$ cat src/rtl/vc_sdf_bf2.sv
// Radix-2 single-path delay-feedback butterfly stage: pairs samples DELAY apart,
// emits the sum during the second half-block and the stored difference during the next fill.
module vc_sdf_bf2 #(
  parameter int unsigned DWIDTH = 24,
  parameter int unsigned DELAY  = 8,
  localparam int unsigned KW    = (DELAY > 1) ? $clog2(DELAY) : 1
) (
  input  logic                     clk,
  input  logic                     n_rst,
  input  logic                     stall,
  input  logic signed [DWIDTH-1:0] D_re,
  input  logic signed [DWIDTH-1:0] D_im,
  output logic signed [DWIDTH:0]   Q_re,
  output logic signed [DWIDTH:0]   Q_im,
  output logic                     Q_diff,
  output logic [KW-1:0]            Q_k,
  output logic                     Q_valid
);

  localparam int unsigned CW = $clog2(2 * DELAY);
  localparam int unsigned OW = DWIDTH + 1;

  logic [CW-1:0]        cnt;
  logic signed [OW-1:0] dl_re [DELAY];
  logic signed [OW-1:0] dl_im [DELAY];

  logic                 phase_c;
  logic [KW-1:0]        k_c;
  logic signed [OW-1:0] sext_re_c, sext_im_c;
  logic signed [OW-1:0] head_re_c, head_im_c;
  logic signed [OW-1:0] res_re_c, res_im_c;
  logic signed [OW-1:0] push_re_c, push_im_c;

  // Phase 1 folds the incoming sample into the waiting one; phase 0 refills and drains.
  always_comb begin
    phase_c   = cnt[CW-1];
    k_c       = (DELAY > 1) ? cnt[KW-1:0] : '0;
    sext_re_c = {D_re[DWIDTH-1], D_re};
    sext_im_c = {D_im[DWIDTH-1], D_im};
    head_re_c = dl_re[DELAY-1];
    head_im_c = dl_im[DELAY-1];
    res_re_c  = head_re_c;
    res_im_c  = head_im_c;
    push_re_c = sext_re_c;
    push_im_c = sext_im_c;
    if (phase_c) begin
      res_re_c  = head_re_c + sext_re_c;
      res_im_c  = head_im_c + sext_im_c;
      push_re_c = head_re_c - sext_re_c;
      push_im_c = head_im_c - sext_im_c;
    end
  end

  always_ff @(posedge clk) begin
    if (!n_rst) begin
      cnt     <= '0;
      Q_re    <= '0;
      Q_im    <= '0;
      Q_diff  <= 1'b0;
      Q_k     <= '0;
      Q_valid <= 1'b0;
      for (int i = 0; i < int'(DELAY); i++) begin
        dl_re[i] <= '0;
        dl_im[i] <= '0;
      end
    end else if (!stall) begin
      cnt      <= cnt + CW'(1);
      dl_re[0] <= push_re_c;
      dl_im[0] <= push_im_c;
      for (int i = 1; i < int'(DELAY); i++) begin
        dl_re[i] <= dl_re[i-1];
        dl_im[i] <= dl_im[i-1];
      end
      Q_re   <= res_re_c;
      Q_im   <= res_im_c;
      Q_diff <= ~phase_c;
      Q_k    <= k_c;
      if (phase_c) Q_valid <= 1'b1;
    end
  end

endmodule

$ cat config.mk
export PLATFORM = sky130hd
export DESIGN_NAME = vc_sdf_bf2
export DESIGN_NICKNAME = d
export VERILOG_FILES = /design/src/rtl/vc_sdf_bf2.sv
export SDC_FILE = /design/constraint.sdc
export NUM_CORES = 1
export LEC_CHECK = 0
export ABC_AREA = 1
export CAP_MARGIN = 20
export CORE_AREA = 2 2 210 191
export DETAILED_ROUTE_END_ITERATION = 12
export DIE_AREA = 0 0 212 193
export GPL_TIMING_DRIVEN = 0
export PLACE_DENSITY = 0.83
export SLEW_MARGIN = 15
export SYNTH_ARGS = -nofsm -noshare
export SYNTH_HDL_FRONTEND = slang
export SYNTH_SLANG_ARGS = --single-unit
export TNS_END_PERCENT = 30
$ cat constraint.sdc
create_clock -name clk -period 20.1 [get_ports clk]
set_input_delay 3.015 -clock clk [delete_from_list [all_inputs] [get_ports clk]]
set_output_delay 3.015 -clock clk [all_outputs]
set_load 0.02 [all_outputs]
* Word-level counts from Yosys, hierarchy flattened
Memory sizes are Yosys's and may differ from the RTL's.
Cells that the tools add are included.
** Storage, ports and cells
- Word-level logic and storage cells :: 56
- Bits of input ports :: 51
- Memories :: 2
- Flip-flop bits (word level) :: 59
- Memory bits (writable) :: 400
- Output and inout port bits :: 55
** Memories
- dl_im :: depth 8, bits a word 25, read ports 8, clocked after memory_dff 0, wr ports 8, RTL line 25 : logic signed [OW-1:0] dl_im [DELAY];
- dl_re :: depth 8, bits a word 25, read ports 8, clocked after memory_dff 0, wr ports 8, RTL line 24 : logic signed [OW-1:0] dl_re [DELAY];
** Cells by class
- Muxes and demuxes :: 24
- Bitwise gates (word level) :: 18
- $add $sub $neg :: 5
- Reduce and logical (&&, ||, !) cells :: 1
** Operators by type and width (count)
- $mux W25 :: 20
- $add A25 B24 Y25 :: 2
- $sub A25 B24 Y25 :: 2
- $or A1 B1 Y1 :: 16
- $add A4 B1 Y4 const B :: 1
- $mux W1 :: 4
- $not A1 Y1 :: 2
- $reduce_and A2 Y1 :: 1

* Depth between registers and ports, before layout
- Word-level depth :: 4
- Depth in mapped cells :: 17
- Gate-level depth less buffers :: 16

* Least setup slack after synthesis
OpenSTA, ideal clock, no wires.
- Path kind :: input to register
- Start point :: input stall
- End point :: memory dl_im[0][0] (netlist name) (enable)
- Path buffers :: 2
- Cell stages on the path :: 3
- Required time :: 17195 ps
- Setup time :: 2905 ps
- Path slack :: 7221 ps
- Data arrival time :: 9974 ps
- Cells stage by stage :: buf_2 buf_1 nand2_1
** RTL lines
- start: declaration :: RTL line 10 : input logic stall,
- end: declaration :: RTL line 25

==> impl_metrics.env <==
export IMPL_area_growth_pct=13.64
export IMPL_synth_xor_area_share_pct=1.139
export IMPL_path_class="in -> reg"
export IMPL_cpPeakStageDelay_ns=0.65
export IMPL_finalSetupViolCount=0
export IMPL_cts_resized_gates=0
export IMPL_multi_input_area_um2=8283
export IMPL_r2r_start="dl_re[0][175]"
export IMPL_vias=20710
export IMPL_grt_pass1_vias=19160
export IMPL_postCtsSetupBuffers=0
export IMPL_fin_nets=3241
export IMPL_drt_pass1_iter_count=6
export IMPL_ys_seq_area_share_pct=53.64
export IMPL_die_h_um=193
export IMPL_cts_buffers=43
export IMPL_stdcell_count=3654
export IMPL_outcome="finished, final reports clean"
export IMPL_synthAdderAreaFrac_pct=5.260
export IMPL_layout_min_cycle_time_ns=5.459
export IMPL_syn_num_nets=3084
export IMPL_initial_utilization_pct=63.17
export IMPL_antenna_found_initial=3
export IMPL_htree_levels=2
export IMPL_final_common_cell="inv_1"
export IMPL_cp_end_kind="flip-flop"
export IMPL_skew_ns=0.03661
export IMPL_cp_common_cell="nand2_1"
export IMPL_fp_row_count=69
export IMPL_avgRoutedWirePerCell_um=21.26
export IMPL_hold_path_startpoint="Q_k[2]"
export IMPL_clkTransAtPathRegs_ns=0.07
export IMPL_syn_inst=2932
export IMPL_seq_area_um2=13190
export IMPL_antenna_cells=0
export IMPL_avgSynthCellArea_um2=8.389
export IMPL_routed_wirelength_mm=77.69
export IMPL_cpMaxStageDelayCell="o21ai_0"
export IMPL_clock_sinks=459
export IMPL_drv_slew=0
export IMPL_grt_pass1_wl_mm=115.2
export IMPL_drc=0
export IMPL_hold_buffers=0
export IMPL_worstHoldPathType="reg -> reg"
export IMPL_coreArea_um2=38940
export IMPL_switching_share_pct=28.25
export IMPL_drv_cap=0
export IMPL_combPwrFrac_pct=15.1
export IMPL_synth_compound_area_share_pct=7.051
export IMPL_post_route_period_util_pct=27.16
export IMPL_ys_ff_latch=459
export IMPL_worstPathMaxFanout=4
export IMPL_worstMarginPinSlew_ns=0.9615
export IMPL_holdPathEnd="Q_k[2]"
export IMPL_synth_top_family_by_area="simple AND/OR/NAND/NOR gates"
export IMPL_synth_mux_area_share_pct=0
export IMPL_die_x_um=212
export IMPL_fill_cells=2688
export IMPL_max_slew_margin_pct=35.90
export IMPL_port_buffers=104
export IMPL_reg2reg_depth=10
export IMPL_power_frac_seq_pct=48.1
export IMPL_final_setup_tns_ns=0
export IMPL_cp_data_required_time_ns=20.41
export IMPL_ctsRootBufferMaster="clkbuf_16"
export IMPL_place_inst=3576
export IMPL_ant_nets=0
export IMPL_intPower_mw=1.697
export IMPL_cellLeakagePower_nw=13.49
export IMPL_via_per_inst=5.669
export IMPL_r2r_end="dl_re[0][6]"
export IMPL_ios=106
export IMPL_r2r_slack_ns=17.26
export IMPL_hpwl_mm=53.78
export IMPL_critPathLaunchType="primary input"
export IMPL_p_switching_mw=0.6682
export IMPL_hold_viol=0
export IMPL_hold_depth=2
export IMPL_synth_simple_area_share_pct=20.20
export IMPL_cts_tree="yes"
export IMPL_clock_power_share_pct=36.8
export IMPL_synth_distinct_cells=38
export IMPL_grt_remaining_overflow=0
export IMPL_grt_max_degree=68
export IMPL_cts_buffer_depth=3
export IMPL_synth_area_um2=24600
export IMPL_power_density_nw_per_um2=84.63
export IMPL_grt_use_total_pct=38.37
export IMPL_ys_warn_count=0
export IMPL_drtIter0Drc=2903
export IMPL_gp_congestion=0.9984
export IMPL_max_freq_mhz=183.2
export IMPL_rsz0062_at_grt="no"
export IMPL_worstSkewPairLatency_ns=0.60
export IMPL_arrival_ns=5.77
export IMPL_die_area_um2=40920
export IMPL_drive_gt1_share_pct=5.349
export IMPL_vdd_drop_max_mv=0.1059
export IMPL_final_cell_mix="inv_1, nand2_1, nor2_1"
export IMPL_cp_cell_sequence="clkdlybuf4s50_1 > ha_1 > fa_1 > nand3b_1 > nand2_1 > nand2_1 > nand2_1 > xor2_1 > o21ai_0 > inv_1"
## critical path: cells and delay by family
kind                       cells  cell delay, ns
adders and majority gates      2            0.71
xor gates and xnor gates       1            0.10
buffers and inverters          2            0.66
and+or+nand+nor                4            0.62
AOI/OAI and AO/OA              1            0.65
## cell families (layout without fill, tap and decap cells)
| group | Yosys count | count (layout) |
|---|---|---|
| fa+ha+maj | 101 | 101 |
| flops | 459 | 459 |
| xor+xnor | 32 | 32 |
| simple gates | 1233 | 1233 |
| compound gates | 310 | 310 |
| buf+inv | 797 | 987 |
## flip-flops by register name, summed over array words and instances, names as in the netlist
register	flops
cnt	4
Q_k	3
Q_im	25
Q_re	25
Q_diff	1
dl_im	200
dl_re	200
Q_valid	1
## cells in the mapped netlist (all sizes together)
master / number / area (um2)
nand3b: 1 / 7.510
a22oi: 45 / 337.8
o221ai: 1 / 8.760
fa: 4 / 80.08
nor4: 1 / 6.260
nand4: 38 / 237.7
edfxtp: 400 / 12010
a31oi: 3 / 18.77
nand2: 638 / 2410
ha: 97 / 1214
xor2: 28 / 245.2
or2: 2 / 12.51
nor2: 414 / 1567
inv: 688 / 2582
o21bai: 17 / 127.6
xnor2: 4 / 35.03
a211oi: 2 / 15.01
clkbuf: 28 / 106.4
and2: 4 / 25.02
o21ai: 60 / 304.0
nand3: 120 / 610.6
and3: 1 / 6.260
nor3: 14 / 85.08
dfxtp: 59 / 1181
a21oi: 182 / 922.1
buf: 81 / 439.2
## power groups by stage
stage | registers (mW) | logic [mW] | clock network (mW)
after floorplan | 1.16 | 0.222 | 0
after global placement | 1.17 | 0.322 | 0
after detailed placement | 1.15 | 0.336 | 0
after CTS | 1.14 | 0.346 | 0.866
after global routing | 1.14 | 0.390 | 0.899
final | 1.14 | 0.356 | 0.871
## worst max path at each step
stage	start	to	slack (ns)
floorplan	stall	dl_im[0][0]	7.22
global placement	stall	dl_im[0][44]	3.71
detailed placement	stall	dl_re[0][36]	14.15
CTS	stall	dl_re[0][36]	14.71
global route	D_re[4]	dl_re[0][15]	14.53
finish	D_re[0]	dl_re[0][6]	14.64
## per-layer routing
layer / vias up / global-route usage, % / wire [um]
met2: 1418 / 57.99 / 33740
met5: - / 0 / 21
met3: 134 / 7.499 / 9641
met1: 9715 / 56.96 / 32320
met4: 4 / 10.48 / 1972
li1: 9442 / - / -
## per-stage QoR
stage	util (%)	total power [mW]	setup slack, ns	hold slack (ns)	area, um2
5_1_grt	71.79	2.430	14.53	0.4827	27950
2_1_floorplan	-	1.379	7.221	0.4755	24600
3_3_place_gp	67.55	1.491	3.713	0.4476	26300
4_1_cts	71.79	2.347	14.71	0.4712	27950
6_report	71.79	2.366	14.64	0.4690	27950
3_5_place_dp	68.04	1.487	14.15	0.4626	26490
## cell type report
cell class,instances,area share [%]
Buffer,109,1.952
Timing Repair Buffer,112,4.378
Clock buffer,48,3.917
Sequential cell,459,47.20
Tap cell,532,2.381
Clock inverter,30,1.303
Inverter,688,9.239
Multi-Input combinational cell,1676,29.63
Power figures use the tool's default switching activity.
